### config.mk
export PLATFORM = sky130hd
export DESIGN_NAME = motor_cmd_rx
export DESIGN_NICKNAME = d
export VERILOG_FILES = /design/src/rtl/motor_cmd_rx.sv
export SDC_FILE = /design/constraint.sdc
export NUM_CORES = 1
export LEC_CHECK = 0
export CORE_UTILIZATION = 50
export CTS_BUF_LIST = sky130_fd_sc_hd__clkbuf_16
export CTS_CLUSTER_SIZE = 8
export DETAILED_ROUTE_END_ITERATION = 16
export PLACE_DENSITY = 0.72
export SETUP_SLACK_MARGIN = 0.1
export SYNTH_ARGS = -nofsm -noshare
export SYNTH_HDL_FRONTEND = slang
export SYNTH_SLANG_ARGS = --single-unit
### constraint.sdc
create_clock -name clk -period 4.8 [get_ports clk]
set_clock_uncertainty 0.15 [all_clocks]
set_input_delay 0.72 -clock clk [delete_from_list [all_inputs] [get_ports clk]]
set_output_delay 0.72 -clock clk [all_outputs]
set_load 0.01 [all_outputs]
### src/rtl/motor_cmd_rx.sv
// SPI-style motor command receiver: oversamples sck/sdi/load, commits whole 16-bit frames
// to clamped sign/magnitude registers, and zeroes the motors if valid frames stop arriving.
module motor_cmd_rx #(
  parameter int          SYNC_STAGES    = 2,
  parameter int          TIMEOUT_CYCLES = 600000,
  parameter logic [6:0]  MAX_MAG        = 7'd100
) (
  input  logic       clk,
  input  logic       reset,
  input  logic       sck,
  input  logic       sdi,
  input  logic       load,
  output logic       sdo,
  output logic       motor1_sign,
  output logic [6:0] motor1_mag,
  output logic       motor2_sign,
  output logic [6:0] motor2_mag,
  output logic       cmd_valid,
  output logic       frame_err,
  output logic       timeout
);

  localparam int WD_W = $clog2(TIMEOUT_CYCLES + 1);

  typedef enum logic [1:0] {IDLE, SHIFT, COMMIT, ERR} state_t;

  typedef struct packed {
    logic       sign;
    logic [6:0] mag;
  } motor_t;

  // sck/load carry one extra flop past the synchroniser for edge detection
  logic [SYNC_STAGES:0]   sck_sync_q, load_sync_q;
  logic [SYNC_STAGES-1:0] sdi_sync_q;

  state_t          state_q;
  logic [15:0]     shift_q;
  logic [4:0]      bitcnt_q;
  logic [15:0]     rb_q;
  logic [15:0]     last_q;
  logic            sdo_q;
  motor_t          m1_q, m2_q;
  logic            cmd_valid_q, frame_err_q, timeout_q;
  logic [WD_W-1:0] wd_q;

  logic       sck_rise, sck_fall, load_rise, load_fall, sdi_s;
  logic [4:0] cnt_inc, cnt_now;
  logic       wd_expire;
  motor_t     m1_d, m2_d;

  function automatic logic [6:0] clamp(input logic [6:0] m);
    return (m > MAX_MAG) ? MAX_MAG : m;
  endfunction

  assign sck_rise  =  sck_sync_q[SYNC_STAGES-1]  & ~sck_sync_q[SYNC_STAGES];
  assign sck_fall  = ~sck_sync_q[SYNC_STAGES-1]  &  sck_sync_q[SYNC_STAGES];
  assign load_rise =  load_sync_q[SYNC_STAGES-1] & ~load_sync_q[SYNC_STAGES];
  assign load_fall = ~load_sync_q[SYNC_STAGES-1] &  load_sync_q[SYNC_STAGES];
  assign sdi_s     =  sdi_sync_q[SYNC_STAGES-1];

  // A sck edge coincident with load falling is counted before the length check
  assign cnt_inc   = (bitcnt_q == 5'd17) ? 5'd17 : bitcnt_q + 5'd1;
  assign cnt_now   = sck_rise ? cnt_inc : bitcnt_q;
  assign wd_expire = (wd_q >= WD_W'(TIMEOUT_CYCLES - 1));

  assign m1_d = '{sign: shift_q[15], mag: clamp(shift_q[14:8])};
  assign m2_d = '{sign: shift_q[7],  mag: clamp(shift_q[6:0])};

  always_ff @(posedge clk or negedge reset) begin
    if (!reset) begin
      sck_sync_q  <= '0;
      load_sync_q <= '0;
      sdi_sync_q  <= '0;
      state_q     <= IDLE;
      shift_q     <= '0;
      bitcnt_q    <= '0;
      rb_q        <= '0;
      last_q      <= '0;
      sdo_q       <= 1'b0;
      m1_q        <= '0;
      m2_q        <= '0;
      cmd_valid_q <= 1'b0;
      frame_err_q <= 1'b0;
      timeout_q   <= 1'b1;
      wd_q        <= '0;
    end else begin
      sck_sync_q  <= {sck_sync_q[SYNC_STAGES-1:0], sck};
      load_sync_q <= {load_sync_q[SYNC_STAGES-1:0], load};
      sdi_sync_q  <= {sdi_sync_q[SYNC_STAGES-2:0], sdi};
      cmd_valid_q <= 1'b0;
      frame_err_q <= 1'b0;

      if (wd_q != WD_W'(TIMEOUT_CYCLES)) wd_q <= wd_q + 1'b1;
      if (wd_expire) begin
        m1_q      <= '0;
        m2_q      <= '0;
        timeout_q <= 1'b1;
      end

      case (state_q)
        IDLE: begin
          sdo_q <= 1'b0;
          if (load_rise) begin
            state_q  <= SHIFT;
            bitcnt_q <= '0;
            sdo_q    <= last_q[15];
            rb_q     <= {last_q[14:0], 1'b0};
          end
        end
        SHIFT: begin
          if (load_rise) begin
            bitcnt_q <= '0;
            sdo_q    <= last_q[15];
            rb_q     <= {last_q[14:0], 1'b0};
          end else begin
            if (sck_rise) begin
              shift_q  <= {shift_q[14:0], sdi_s};
              bitcnt_q <= cnt_inc;
            end
            if (sck_fall) begin
              sdo_q <= rb_q[15];
              rb_q  <= {rb_q[14:0], 1'b0};
            end
            if (load_fall) begin
              state_q <= (cnt_now == 5'd16) ? COMMIT : ERR;
              sdo_q   <= 1'b0;
            end
          end
        end
        COMMIT: begin
          // Overrides any same-cycle watchdog expiry above
          m1_q        <= m1_d;
          m2_q        <= m2_d;
          last_q      <= {m1_d, m2_d};
          cmd_valid_q <= 1'b1;
          timeout_q   <= 1'b0;
          wd_q        <= '0;
          state_q     <= IDLE;
        end
        ERR: begin
          frame_err_q <= 1'b1;
          state_q     <= IDLE;
        end
        default: state_q <= IDLE;
      endcase
    end
  end

  assign sdo         = sdo_q;
  assign motor1_sign = m1_q.sign;
  assign motor1_mag  = m1_q.mag;
  assign motor2_sign = m2_q.sign;
  assign motor2_mag  = m2_q.mag;
  assign cmd_valid   = cmd_valid_q;
  assign frame_err   = frame_err_q;
  assign timeout     = timeout_q;

endmodule

==> qor.txt, run 1 <==
Status -> finished clean
WL final -> 8780 um
Layout cell share with drive strength beyond 1 -> 16.2%
Hold Buf Count CTS -> 0
Final Max Tran Viols -> 0
Pin count of the biggest net entering global routing -> 67
Worst Hold Class -> flip-flop to flip-flop
Setup Buffers After CTS -> 0
Vias in the first global route -> 3057
Final setup TNS -> 0 ns
Die X -> 96.8 um
Synth unique cells -> 49
Fmax achieved -> 380 MHz
Grt ovf -> 0
Final worst path period share -> 54.9%
Routability-driven placement congestion ratio -> 0.897
Finished Layout Cells -> 528
Resized cells post-CTS -> 0
Clock network fraction of total power -> 32.8%
Synthesized cell area -> 4490 um2
Main flop type after synthesis -> dfrtp_1
CP Class -> flip-flop to flip-flop
Worst r2r dst -> motor2_mag[0]
Seq pwr share -> 49.8%
Total number of yosys warnings -> 0
Via/cell ratio -> 5.80
Crit path DAT -> 2.76 ns
Clk_lat worst skew -> 0.34 ns
IO Count -> 25
CP max-delay cell -> a211oi_2
Seq. cell area -> 2550 um2
Final setup margin -> 2.17 ns
CTS clk-pin slew, worst paths -> 0.07 ns
GRT Overall Usage -> 20.2%
Row count -> 34
Place WS -> 2.13 ns
Share of the synthesized area in the top cell type -> 56.3%
Critical path's largest stage delay -> 0.83 ns
Cells after synthesis -> 389
Worst Hold Depth -> 0
H-tree lvl count -> 3
Num CTS Buffers -> 9
Routed Antenna Nets -> 0
Hpwl dp -> 5800 um
Switching Share -> 28.9%
Placed Area -> 4840 um2
Crit start category -> flip-flop
Pint -> 0.00163 W
Total Die Area -> 9360 um2
Ranking of synthesized cells by area -> dfrtp_1, mux2_2, nand2_1
Most frequent CP cell -> inv_1
CTS tree -> built
Leakage -> 2.41 nW
Most frequent cells after synthesis -> dfrtp_1, nand2_1, mux2_2
RSZ-0062 raised after global routing -> false
Core area -> 8720 um2
Fillers -> 679
R2r startpoint -> state_q[0]
1st-iter DRT viols -> 181
HP Start -> load_sync_q[0]
R2R Setup Slk -> 2.17 ns
Endpoint class of the critical path -> flip-flop
Combinational share of power -> 17.4%
Number of diodes -> 0
Worst EP required -> 4.92 ns
Post-synth EDFFs -> 0
Global-route wire length before repair -> 15100 um
Pwr Total -> 0.00229 W
Initial Util -> 51.5%
Area taken by multi-input logic gates -> 1830 um2
Initial antenna violation count -> 0
DP Cell Count -> 512
First-pass DRT Iterations -> 4
Area Growth Syn to Fin -> 14.7%
Yosys reg bits -> 102
CP max FO -> 25
Setup violators final -> 0
Final Instance Area -> 5150 um2
Ys async rst share -> 100%
Synth Area per Inst -> 11.5 um2
Drt drc -> 0
Count leader, synth -> dfrtp_1
Nets -> 424
Post-synthesis net count -> 398
Max Cap Viol -> 0
Register area share after synthesis -> 56.9%
Worst vdd rail ir drop -> 0.234 mV
Pwr per Cell Area -> 444 nW/um2
DIE HEIGHT -> 96.8 um
Min-Delay Endpoint -> load_sync_q[1]
Clock period minus worst slack -> 2.63 ns
Worst reg2reg path depth -> 5
Routed WL per cell -> 16.6 um
CTS max path bufs -> 2
Critical-path cell list -> inv_1 > nand2_1 > inv_1 > a211oi_2 > a22o_1
Sink Count -> 102
Net Sw Power -> 0.000661 W
PortBufs -> 24
Yosys top cell by area -> dfrtp_1
Worst-margin pin slew -> 1.12 ns
Vias -> 3061
Root buffer cell -> clkbuf_16
Slew HR -> 24.7%
Hold Violations, Final -> 0
-- routing by layer --
layer  vias up  track usage (%)  part of all wire (%)  wire length, um
li1       1466                -                     -                -
met1      1516             29.4                    48             4240
met2        66             30.5                    46             4080
met3        13             4.26                   3.9              338
met4         0             6.08                   1.4              119
met5         -                0                     0                0
-- critical path, delay by kind of cell, from the launching register on --
family	cells	cell delay, ns
AO/OA/AOI/OAI	2	1.11
AND/OR/NAND/NOR	1	0.63
flip-flops	1	0.41
buffers and inverters	2	0.26
-- registers in the layout, indices dropped and copies added, names as in the netlist, 2 cells and up --
signal / count
motor2_mag: 7
state_q: 2
load_sync_q: 3
shift_q: 16
rb_q: 15
sck_sync_q: 3
last_q: 16
motor1_mag: 7
bitcnt_q: 5
sdi_sync_q: 2
wd_q: 20
-- metrics by stage --
stage | utilization [%] | hold WS (ns)
3_3_place_gp | 55.5 | 0.186
4_1_cts | 59.1 | 0.208
2_1_floorplan | - | 0.181
5_1_grt | 59.1 | 0.218
6_report | 59.1 | 0.204
3_5_place_dp | 55.5 | 0.185
-- worst max path at each step --
stage | startpoint | end | slack (ns) | cells past startpoint
after floorplan | state_q[1] | shift_q[0] | 2.74 | 5
after global placement | state_q[0] | motor1_mag[1] | 2.29 | 5
after detailed placement | state_q[0] | motor1_mag[0] | 2.13 | 5
after CTS | state_q[0] | motor2_mag[0] | 2.10 | 5
after global routing | state_q[0] | motor2_mag[0] | 1.93 | 5
final | state_q[0] | motor2_mag[0] | 2.17 | 5
-- cells by family (layout without fill, tap and decap cells) --
family | Yosys count | in the layout | share of synthesized area (%)
simple gates | 126 | 126 | 14.5
flops | 102 | 102 | 56.9
compound gates | 74 | 74 | 11.8
mux | 45 | 45 | 11.2
buf+inv | 27 | 58 | 2.42
xor+xnor | 11 | 11 | 2.15
fa+ha+maj | 4 | 4 | 1.11
-- power groups by stage --
stage          logic [W]  clock network (W)  registers (W)
2_1_floorplan   0.000274                  0        0.00112
3_3_place_gp    0.000389                  0        0.00115
3_5_place_dp    0.000400                  0        0.00115
4_1_cts         0.000404           0.000770        0.00114
5_1_grt         0.000448           0.000807        0.00116
6_report        0.000398           0.000752        0.00114
-- layout make-up --
type / instances / share of cell area (%)
clock inverters: 7 / 1.68
well taps: 108 / 2.62
repair buffers: 27 / 5.05
multi-input cells: 260 / 35.6
inverters: 15 / 1.09
clock buffers: 9 / 4.37
flip-flops and latches: 102 / 49.6
-- layout by cell type, fill, tap and decap left out, types with 2 or more instances in the layout --
master / instances
a211oi_1: 2
xnor2_1: 7
inv_1: 15
a21oi_1: 14
a41o_1: 2
o21ai_0: 11
or4_1: 11
a31oi_1: 2
nor2b_1: 3
ha_1: 4
nand3_1: 17
mux2_2: 42
mux2i_1: 2
nor3_1: 6
nand4_1: 3
clkdlybuf4s50_1: 23
nor2_1: 19
xor2_1: 4
and3_1: 2
a22o_1: 16
dfrtp_1: 101
a21o_1: 3
o211ai_1: 4
nand2_1: 44
o21a_1: 3
o21ai_1: 2
o31ai_1: 5
buf_4: 4
clkbuf_16: 9
inv_6: 2
inv_8: 2
or3_1: 3
nand2b_1: 5
nor4_1: 4
a21bo_1: 4
(Power assumes the default switching activity.)
==> run 2, diff against run 1 <==
Clock period 4.8 ns to 2.5 ns, I/O delays scaled along.
==> qor.txt, run 2 (synthesized netlist as in run 1, its figures left out) <==
Status -> finished clean (unchanged)
Endpoint class of the critical path -> flip-flop (unchanged)
Vias -> 3062 (was 3061)
Sink Count -> 102 (unchanged)
Crit path DAT -> 2.33 ns (was 2.76 ns)
Setup Buffers After CTS -> 0 (unchanged)
Routed WL per cell -> 16.9 um (was 16.6 um)
Die X -> 96.8 um (unchanged)
Final setup TNS -> 0 ns (unchanged)
CTS clk-pin slew, worst paths -> 0.08 ns (was 0.07 ns)
Pwr Total -> 0.00459 W (was 0.00229 W)
H-tree lvl count -> 3 (unchanged)
Num CTS Buffers -> 9 (unchanged)
Initial Util -> 51.5% (unchanged)
Commonest cells after routing, fill and taps aside -> dfrtp_1, nand2_1, mux2_2, clkdlybuf4s50_1, nor2_1 (unchanged)
CP Class -> flip-flop to flip-flop (unchanged)
Row count -> 34 (unchanged)
1st-iter DRT viols -> 143 (was 181)
Most flops, register -> wd_q (unchanged)
DIE HEIGHT -> 96.8 um (unchanged)
Worst vdd rail ir drop -> 0.635 mV (was 0.234 mV)
Leakage -> 2.47 nW (was 2.41 nW)
Largest delay share family, worst path -> compound AO/OA/AOI/OAI gates (unchanged)
Fmax achieved -> 454 MHz (was 380 MHz)
Slew HR -> 52.4% (was 24.7%)
Area Growth Syn to Fin -> 17.4% (was 14.7%)
Routed Antenna Nets -> 0 (unchanged)
WL final -> 9010 um (was 8780 um)
Layout Utilization -> 60.5% (was 59.1%)
CP max FO -> 14 (was 25)
Largest register FFs -> 20 (unchanged)
Via/cell ratio -> 5.73 (was 5.80)
Core area -> 8720 um2 (unchanged)
Nets -> 430 (was 424)
CP max-delay cell -> a211oi_4 (was a211oi_2)
Buf/Inv on CP -> 0 (was 2)
PortBufs -> 24 (unchanged)
Initial antenna violation count -> 0 (unchanged)
RSZ-0062 raised after global routing -> false (unchanged)
CTS max path bufs -> 2 (unchanged)
Worst-margin pin slew -> 0.711 ns (was 1.12 ns)
Crit start category -> flip-flop (unchanged)
GRT Overall Usage -> 20.6% (was 20.2%)
Worst EP required -> 2.63 ns (was 4.92 ns)
Critical path's largest stage delay -> 0.69 ns (was 0.83 ns)
Placed Area -> 4900 um2 (was 4840 um2)
Routability-driven placement congestion ratio -> 0.891 (was 0.897)
Vias in the first global route -> 3079 (was 3057)
Pwr per Cell Area -> 870 nW/um2 (was 444 nW/um2)
Largest registers -> wd_q: 20 flops, last_q: 16 flops, shift_q: 16 flops (unchanged)
Total Die Area -> 9360 um2 (unchanged)
Clk_lat worst skew -> 0.34 ns (about the same)
CTS tree -> built (unchanged)
Drt drc -> 0 (unchanged)
First-pass DRT Iterations -> 4 (unchanged)
Clock period minus worst slack -> 2.20 ns (was 2.63 ns)
Setup violators final -> 0 (unchanged)
IO Count -> 25 (unchanged)
Commonest non-fill, non-tap cell in the layout -> dfrtp_1 (unchanged)
Final worst path period share -> 88.2% (was 54.9%)
Final Instance Area -> 5270 um2 (was 5150 um2)
Critical-path cell list -> ha_1 > nand2_1 > o211ai_1 > a211oi_4 > a22o_1 (was inv_1 > nand2_1 > inv_1 > a211oi_2 > a22o_1)
Grt ovf -> 0 (unchanged)
Root buffer cell -> clkbuf_16 (unchanged)
Hpwl dp -> 5970 um (was 5800 um)
Hold Violations, Final -> 0 (unchanged)
Global-route wire length before repair -> 15300 um (was 15100 um)
Final Max Tran Viols -> 0 (unchanged)
Layout cell share with drive strength beyond 1 -> 17.1% (was 16.2%)
Max Cap Viol -> 0 (unchanged)
Pin count of the biggest net entering global routing -> 43 (was 67)
Number of diodes -> 0 (unchanged)
Worst Hold Class -> flip-flop to flip-flop (unchanged)
run 2: final cells by class:
cell class | instances | area, um2
clock buffer | 9 | 225
clock inverter | 7 | 129
fill | 708 | 3450
inverter | 15 | 56.3
multi-input combinational | 260 | 1840
sequential | 102 | 2550
tap | 108 | 135
timing repair buffer | 33 | 333
run 2: worst register-to-register path, cell delays in order (launching register included):
cell	delay (ns)
dfrtp_1	0.45
ha_1	0.28
nand2_1	0.15
o211ai_1	0.18
a211oi_4	0.69
a22o_1	0.25
run 2: routing by layer:
layer	track usage [%]	vias to the layer above	routed length, um
li1	-	1470	-
met5	0	-	0
met3	5.20	9	262
met4	5.05	0	97
met2	33.0	40	4380
met1	28.3	1543	4270
run 2: stage by stage:
| step | setup WS (ns) | std cells | hold slack, ns |
|---|---|---|---|
| 3_3_place_gp | 0.211 | 517 | 0.186 |
| 5_1_grt | 0.107 | 534 | 0.221 |
| 4_1_cts | 0.101 | 534 | 0.212 |
| 3_5_place_dp | 0.111 | 517 | 0.193 |
| 6_report | 0.295 | 534 | 0.208 |
| 2_1_floorplan | 0.442 | 389 | -0.0706 |
run 2: worst paths after layout:
kind                       cells after the start            from        endpoint  slack, ns
max                                            5         wd_q[0]   motor2_mag[5]       0.30
min                                            0  load_sync_q[0]  load_sync_q[1]       0.21
max reg2reg                                    5         wd_q[0]   motor2_mag[5]       0.30
min reg2reg                                    0  load_sync_q[0]  load_sync_q[1]       0.21
max in group asynchronous                      3           reset         timeout       1.22
min in group asynchronous                      2           reset       frame_err       0.35
run 2: timing repair:
item / CTS / global route
gates resized for setup: 0 / 1
endpoints found under the setup margin: 0 / 14
hold buffers: 1 / 0
hold endpoints to repair: 29 / 0
run 2: power by group:
group	total [W]	switching (W)	internal, W
Combinational	0.000810	0.000381	0.000429
Sequential	0.00219	0.000269	0.00192
Clock	0.00159	0.000678	0.000914
==> run 3, diff against run 2 <==
Settings changed: CAP_MARGIN from default to 10.
==> results of run 3 <==
The final DEF is identical to that of run 2; final timing and power are the same.
